[src/rtl/uart_pkg.sv]
// ============================================================================
//  Module  : uart_pkg
//  Brief   : Shared constants, arbiter state type and header-byte helper.
//  Rev     : 1.0  initial release
// ============================================================================
`default_nettype none

package uart_pkg;

   localparam int         UART_DATA_W  = 8;
   localparam logic [3:0] UART_HDR_TAG = 4'hA;

   typedef enum logic [1:0] {
      IDLE = 2'd0,
      HDR  = 2'd1,
      DATA = 2'd2
   } arb_state_t;

   function automatic logic [UART_DATA_W-1:0] uart_hdr_byte(input logic [3:0] id);
      return {UART_HDR_TAG, id};
   endfunction

endpackage

`default_nettype wire

[src/rtl/uart_rr_pick.sv]
// ============================================================================
//  Module  : uart_rr_pick
//  Brief   : Combinational rotating-priority picker, first request at or above ptr.
//  Rev     : 1.0  initial release
// ============================================================================
`default_nettype none

module uart_rr_pick
   import uart_pkg::*;
#(
   parameter int NUM_REQ = 4,
   parameter int ID_W    = 2
) (
   input  logic [NUM_REQ-1:0] i_req,
   input  logic [ID_W-1:0]    i_ptr,
   output logic [NUM_REQ-1:0] o_gnt,
   output logic [ID_W-1:0]    o_id,
   output logic               o_any
);

   logic [ID_W:0]   w_sum;
   logic [ID_W-1:0] w_idx;
   logic            w_found;

   assign o_any = |i_req;

   // ptr is always below NUM_REQ, so one conditional subtract performs the wrap
   always_comb begin
      o_gnt   = '0;
      o_id    = '0;
      w_found = 1'b0;
      w_sum   = '0;
      w_idx   = '0;
      for (int k = 0; k < NUM_REQ; k++) begin
         w_sum = {1'b0, i_ptr} + (ID_W+1)'(k);
         if (w_sum >= (ID_W+1)'(NUM_REQ)) begin
            w_sum = w_sum - (ID_W+1)'(NUM_REQ);
         end
         w_idx = w_sum[ID_W-1:0];
         if (!w_found && i_req[w_idx]) begin
            o_gnt[w_idx] = 1'b1;
            o_id         = w_idx;
            w_found      = 1'b1;
         end
      end
   end

endmodule

`default_nettype wire

[src/rtl/uart_tx_arbiter.sv]
// ============================================================================
//  Module  : uart_tx_arbiter
//  Brief   : Packet-locked round-robin arbiter sharing the uart_tx byte channel.
//  Rev     : 1.0  initial release
// ============================================================================
`default_nettype none

module uart_tx_arbiter
   import uart_pkg::*;
#(
   parameter int NUM_REQ   = 4,
   parameter int HEADER_EN = 1,
   parameter int TIMEOUT   = 1024
) (
   input  logic                           clk,
   input  logic                           rst,
   input  logic [NUM_REQ-1:0]             i_req_valid,
   input  logic [UART_DATA_W*NUM_REQ-1:0] i_req_data,
   input  logic [NUM_REQ-1:0]             i_req_last,
   output logic [NUM_REQ-1:0]             o_req_ready,
   output logic                           o_tx_valid,
   output logic [UART_DATA_W-1:0]         o_tx_data,
   input  logic                           i_tx_ready,
   output logic [NUM_REQ-1:0]             o_grant,
   output logic                           o_busy,
   output logic                           o_timeout_evt
);

   localparam int                   c_ID_W      = (NUM_REQ > 1) ? $clog2(NUM_REQ) : 1;
   localparam int                   c_STALL_W   = (TIMEOUT > 1) ? $clog2(TIMEOUT) : 1;
   localparam logic [c_STALL_W-1:0] c_STALL_MAX = c_STALL_W'((TIMEOUT > 0) ? TIMEOUT - 1 : 0);

   arb_state_t             r_state;
   logic [c_ID_W-1:0]      r_ptr;
   logic [c_ID_W-1:0]      r_gid;
   logic [NUM_REQ-1:0]     r_grant;
   logic [c_STALL_W-1:0]   r_stall;
   logic                   r_timeout_evt;

   logic [NUM_REQ-1:0]     w_pick_gnt;
   logic [c_ID_W-1:0]      w_pick_id;
   logic                   w_pick_any;
   logic [UART_DATA_W-1:0] w_req_byte [NUM_REQ];
   logic                   w_sel_valid;
   logic                   w_sel_last;
   logic [UART_DATA_W-1:0] w_sel_data;
   logic [c_ID_W-1:0]      w_next_ptr;
   logic                   w_xfer;
   logic                   w_stall_expired;

   uart_rr_pick #(
      .NUM_REQ (NUM_REQ),
      .ID_W    (c_ID_W)
   ) u_pick (
      .i_req   (i_req_valid),
      .i_ptr   (r_ptr),
      .o_gnt   (w_pick_gnt),
      .o_id    (w_pick_id),
      .o_any   (w_pick_any)
   );

   for (genvar g = 0; g < NUM_REQ; g++) begin : g_unpack
      assign w_req_byte[g] = i_req_data[g*UART_DATA_W +: UART_DATA_W];
   end

   assign w_sel_valid     = i_req_valid[r_gid];
   assign w_sel_last      = i_req_last[r_gid];
   assign w_sel_data      = w_req_byte[r_gid];
   assign w_next_ptr      = (r_gid == c_ID_W'(NUM_REQ - 1)) ? '0 : r_gid + 1'b1;
   assign w_xfer          = o_tx_valid & i_tx_ready;
   assign w_stall_expired = (TIMEOUT != 0) && (r_stall == c_STALL_MAX);

   // Gated by rst so nothing is offered or accepted in the reset cycle
   always_comb begin
      o_tx_valid  = 1'b0;
      o_tx_data   = '0;
      o_req_ready = '0;
      if (!rst) begin
         case (r_state)
            HDR: begin
               o_tx_valid = 1'b1;
               o_tx_data  = uart_hdr_byte(4'(r_gid));
            end
            DATA: begin
               o_tx_valid         = w_sel_valid;
               o_tx_data          = w_sel_data;
               o_req_ready[r_gid] = i_tx_ready;
            end
            default: ;
         endcase
      end
   end

   always_ff @(posedge clk) begin
      if (rst) begin
         r_state       <= IDLE;
         r_ptr         <= '0;
         r_gid         <= '0;
         r_grant       <= '0;
         r_stall       <= '0;
         r_timeout_evt <= 1'b0;
      end else begin
         r_timeout_evt <= 1'b0;
         case (r_state)
            IDLE: begin
               if (w_pick_any) begin
                  r_grant <= w_pick_gnt;
                  r_gid   <= w_pick_id;
                  r_stall <= '0;
                  r_state <= (HEADER_EN != 0) ? HDR : DATA;
               end
            end
            HDR: begin
               if (i_tx_ready) begin
                  r_stall <= '0;
                  r_state <= DATA;
               end
            end
            DATA: begin
               if (w_xfer) begin
                  r_stall <= '0;
                  if (w_sel_last) begin
                     r_state <= IDLE;
                     r_ptr   <= w_next_ptr;
                     r_grant <= '0;
                  end
               end else if (!w_sel_valid) begin
                  // Only valid-low cycles count, so last and timeout never collide
                  if (w_stall_expired) begin
                     r_state       <= IDLE;
                     r_ptr         <= w_next_ptr;
                     r_grant       <= '0;
                     r_stall       <= '0;
                     r_timeout_evt <= 1'b1;
                  end else begin
                     r_stall <= r_stall + 1'b1;
                  end
               end
            end
            default: r_state <= IDLE;
         endcase
      end
   end

   assign o_grant       = r_grant;
   assign o_busy        = (r_state != IDLE);
   assign o_timeout_evt = r_timeout_evt;

endmodule

`default_nettype wire

[config.mk]
export PLATFORM = sky130hd
export DESIGN_NAME = uart_tx_arbiter
export DESIGN_NICKNAME = d
export VERILOG_FILES = /design/src/rtl/uart_pkg.sv /design/src/rtl/uart_rr_pick.sv /design/src/rtl/uart_tx_arbiter.sv
export SDC_FILE = /design/constraint.sdc
export NUM_CORES = 1
export LEC_CHECK = 0
export ABC_AREA = 1
export ABC_CLOCK_PERIOD_IN_PS = 1800
export CAP_MARGIN = 0
export CORE_MARGIN = 2
export CORE_UTILIZATION = 44
export DETAILED_ROUTE_END_ITERATION = 16
export HOLD_SLACK_MARGIN = 0.05
export PLACE_DENSITY_LB_ADDON = 0.1
export SLEW_MARGIN = 15
export SYNTH_ARGS = -nofsm -noshare
export SYNTH_HDL_FRONTEND = slang
export SYNTH_HIERARCHICAL = 1
export SYNTH_SLANG_ARGS = --single-unit
[constraint.sdc]
create_clock -name clk -period 1.8 [get_ports clk]
set_input_delay 0.18 -clock clk [delete_from_list [all_inputs] [get_ports clk]]
set_output_delay 0.18 -clock clk [all_outputs]
set_load 0.03 [all_outputs]
==> run_results.csv, run 1 <==
group,metric,value,unit
power_and_ir_drop,p_leak,1.56,nW
grt,antenna_found_initial,0,
route,drtIter0Drc,93,
synth,synth_top_family_by_area,"simple AND/OR/NAND/NOR gates",
synth,synthTopCellsByCount,"nor2_1 (71), nand2_1 (66), inv_1 (42)",
power_and_ir_drop,p_per_area,992,mW/mm2
synth,ys_seq_area_frac,0.188,
placement,placed_area,0.00327,mm2
synth,synth_fa_ha_area_frac,0.0897,
timing,hold_violations,0,
cts,htreeDepth,1,
timing,rsz0062_at_grt,"yes",
timing,worstMarginPinSlew,0.312,ns
timing,fin_crit,1.81,ns
outcome,violations,"negative setup slack",
cts,clk_path_buf_depth,2,
synth,synth_area_per_cell,6.13,um2
final_layout,syn_to_final_growth,53.6,%
route,firstDrtPassIters,4,
cts,insertion_delay,0.26,ns
synth,yosysTopAreaCellShare,0.188,
grt,grt.total_usage,0.223,
worst_setup_path,worst_ep_arrival_time,2.01,ns
cts,cts_hold_buf,0,
route,wl,6.17,mm
final_layout,fin_cells,531,
hold_path,min_path_cells,2,
worst_setup_path,path_delay_family,"simple AND/OR/NAND/NOR gates",
placement,placedCellCount,525,
worst_setup_path,max_stage_delay,0.37,ns
final_layout,seqCellArea,429,um2
synth,ys_warn_count,6,
synth,synthArstFlopShare,0,
final_layout,drive_above_1_share,0.252,
final_layout,stdcell_area,0.00343,mm2
outcome,status,"finished, violations left",
grt,grt_max_degree,22,
floorplan,fp.coreArea,0.00482,mm2
timing,finalWorstSetupSlack,-0.0134,ns
floorplan,die_w,75.2,um
cts,cts_num_sinks,21,
synth,synth_seq_cells,21,
floorplan,die_area,0.00566,mm2
cts,cts_root_buf,"clkbuf_8",
grt,grt_pass1_wl,10.0,mm
floorplan,ios,62,
worst_setup_path,r2r_setup_slack,-0.01,ns
route,wl_per_cell,11.6,um
synth,synth_compound_area_frac,0.158,
final_layout,multi_input_area,0.00172,mm2
worst_setup_path,cp-end-kind,"register",
synth,synthXorXnorAreaFrac,0.0196,
synth,yosys-mux-area-fraction,0,
final_layout,n_antenna_cell,0,
final_layout,fill_cells,430,
placement,numPortBuffers,61,
synth,ys_types,36,
cts,cts_tree,"built",
hold_path,min_to,"r_stall[7]",
worst_setup_path,cpMaxStageDelayCell,"dfxtp_4",
worst_setup_path,criticalPathCategory,"register to register",
route,vias,2625,
timing,max_slew_margin,0.792,
worst_setup_path,crit-reg2reg-launch,"r_state[1]",
placement,hpwl,4.80,mm
placement,place_worst_setup_slack,-0.134,ns
worst_setup_path,worstPathBufferInverterCount,3,
timing,max_freq,551,MHz
worst_setup_path,r2r_cells,12,
cts,cts_buffers,3,
grt,first_global_vias,2299,
synth,synth.most_common_cell,"nor2_1",
worst_setup_path,crit_fanout,10,
timing,period_share,1.01,
run,cap_violations,0,
synth,ys_top_cells_by_area,"dfxtp_1 (19%), nor2_1 (12%), nand2_1 (11%)",
synth,synth_top_area_cell,"dfxtp_1",
cts,clk_pin_slew,0.08,ns
timing,setup_viol_count_final,3,
synth,synth_area,0.00223,mm2
route,antenna_left,0,
hold_path,hold_path.class,"register to register",
route,via_per_inst,4.94,
floorplan,initial_core_util,0.463,
timing,skew,0.00630,ns
worst_setup_path,crit_chain,"inv_4 > ha_4 > inv_4 > nor2_4 > nand3_2 > nand2_4 > nand2_4 > nand3_4 > nand3_4 > buf_12 > or2_0 > a21oi_1",
power_and_ir_drop,totalPowerFinal,3.40,mW
power_and_ir_drop,peakVddDrop,0.825,mV
route,drc,0,
worst_setup_path,crit_start,"r_state[1]",
final_layout,nets,524,
synth,synth-main-ff-cell,"dfxtp_1",
synth,synth-edff-count,0,
synth,synthCells,364,
grt,grt_overflow_total,0,
synth,syn_nets,423,
worst_setup_path,cp-start-kind,"register",
floorplan,rows,25,
floorplan,die_h,75.2,um
placement,finalWeightedCongestion,0.871,
synth,synth-simple-area-share,0.432,
worst_setup_path,critPathRequiredTime,1.99,ns
worst_setup_path,r2r-end,"r_stall[9]",
hold_path,worstHoldStart,"r_stall[7]",
timing,maxSlewViolCount,0,
==> how the worst max path moves through the flow <==
stage | endpoint | slack [ns] | depth (start not counted)
floorplan | r_stall[9] | -0.009 | 12
global placement | r_stall[7] | -0.08 | 12
detailed placement | r_stall[2] | -0.13 | 11
CTS | r_stall[9] | -0.006 | 12
global route | r_ptr[0] | -0.10 | 13
finish | r_stall[9] | -0.01 | 12
==> tightest hold or removal path: stages, from the launching register on <==
cell     delay [ns]
dfxtp_1        0.30
inv_1          0.08
a21oi_1        0.06
==> sequential cells by signal, indices dropped and copies added, names as in the netlist <==
| register | count |
|---|---|
| r_state | 2 |
| r_stall | 10 |
| r_ptr | 2 |
| o_grant | 4 |
| o_timeout_evt | 1 |
| r_gid | 2 |
==> layer usage <==
layer / track usage / up-vias / part of all wire
met4: 0.0312 / 0 / 0.0031
met2: 0.394 / 60 / 0.48
met3: 0.0402 / 2 / 0.052
met5: 0 / - / 0
met1: 0.290 / 1186 / 0.47
li1: - / 1377 / -
==> cell usage in the layout, fill, tap and decap left out, types with 2 or more instances in the layout <==
cell / instances
nor2_1: 65
dfxtp_2: 4
nor3_1: 4
o21ai_1: 2
nor2_2: 4
nand2_8: 2
nand3_1: 29
ha_4: 3
buf_6: 4
or2_0: 2
nand3_4: 4
a32o_1: 2
nand3_2: 3
nand2_4: 6
inv_2: 3
ha_1: 12
o22ai_1: 4
xor2_1: 4
buf_4: 54
dfxtp_1: 16
nand2_1: 62
nand2_2: 7
a21oi_1: 15
clkdlybuf4s50_1: 47
inv_1: 37
nor2_4: 6
a21oi_2: 4
inv_4: 3
nand4_1: 5
o21ai_0: 27
o21bai_1: 4
a21boi_0: 4
clkbuf_8: 3
==> kinds of logic (layout without fill, tap and decap cells) <==
group,after synthesis,after routing
adder cells (fa/ha/maj),16,16
AND/OR/NAND/NOR,202,203
AO/OA/AOI/OAI,63,63
buffers and inverters,57,156
flip-flops,21,21
XOR/XNOR,5,5
==> what timing repair did <==
action | in CTS | in global routing
buffers inserted | 1 | 0
gates resized for setup | 8 | 22
endpoints found under the setup margin | 15 | 27
pin swaps | 2 | 4
gates cloned | 0 | 1
==> area by class of cell <==
class	count	area share
inverters	45	0.0577
clock buffers	4	0.0131
multi-input cells	287	0.501
repair buffers	107	0.278
well taps	67	0.0245
flip-flops and latches	21	0.125
==> power breakdown <==
| part | leakage [nW] | switching (mW) | total [mW] | internal [mW] |
|---|---|---|---|---|
| combinational | 1.37 | 1.35 | 2.37 | 1.03 |
| sequential | 0.174 | 0.108 | 0.714 | 0.606 |
| clock | 0.0228 | 0.156 | 0.314 | 0.158 |
| total | 1.56 | 1.61 | 3.40 | 1.79 |
==> through the flow <==
stage               hold WS [ns]   TNS, ns   util
finish                     0.485   -0.0306  0.712
global route               0.527     -1.02  0.712
CTS                        0.488  -0.00762  0.694
detailed placement         0.476     -1.49  0.679
global placement           0.482    -0.894  0.679
floorplan                  0.256   -0.0174      -
No activity file was read; power rests on OpenSTA's default activity.
==> run 2, diff against run 1 <==
--- a/config.mk
+++ b/config.mk
@@ -11,6 +11,7 @@
 export CORE_MARGIN = 2
 export CORE_UTILIZATION = 44
 export DETAILED_ROUTE_END_ITERATION = 16
+export GPL_TIMING_DRIVEN = 1
 export HOLD_SLACK_MARGIN = 0.05
 export PLACE_DENSITY_LB_ADDON = 0.1
 export SLEW_MARGIN = 15
==> results of run 2 <==
No change in the layout: final DEF, timing and power equal those of run 1.
==> run 3, diff against run 2 <==
--- a/config.mk
+++ b/config.mk
@@ -11,6 +11,7 @@
 export CORE_MARGIN = 2
 export CORE_UTILIZATION = 44
 export DETAILED_ROUTE_END_ITERATION = 16
+export GPL_ROUTABILITY_DRIVEN = 0
 export GPL_TIMING_DRIVEN = 1
 export HOLD_SLACK_MARGIN = 0.05
 export PLACE_DENSITY_LB_ADDON = 0.1
==> results of run 3 <==
No change in the layout: final DEF, timing and power equal those of run 1.
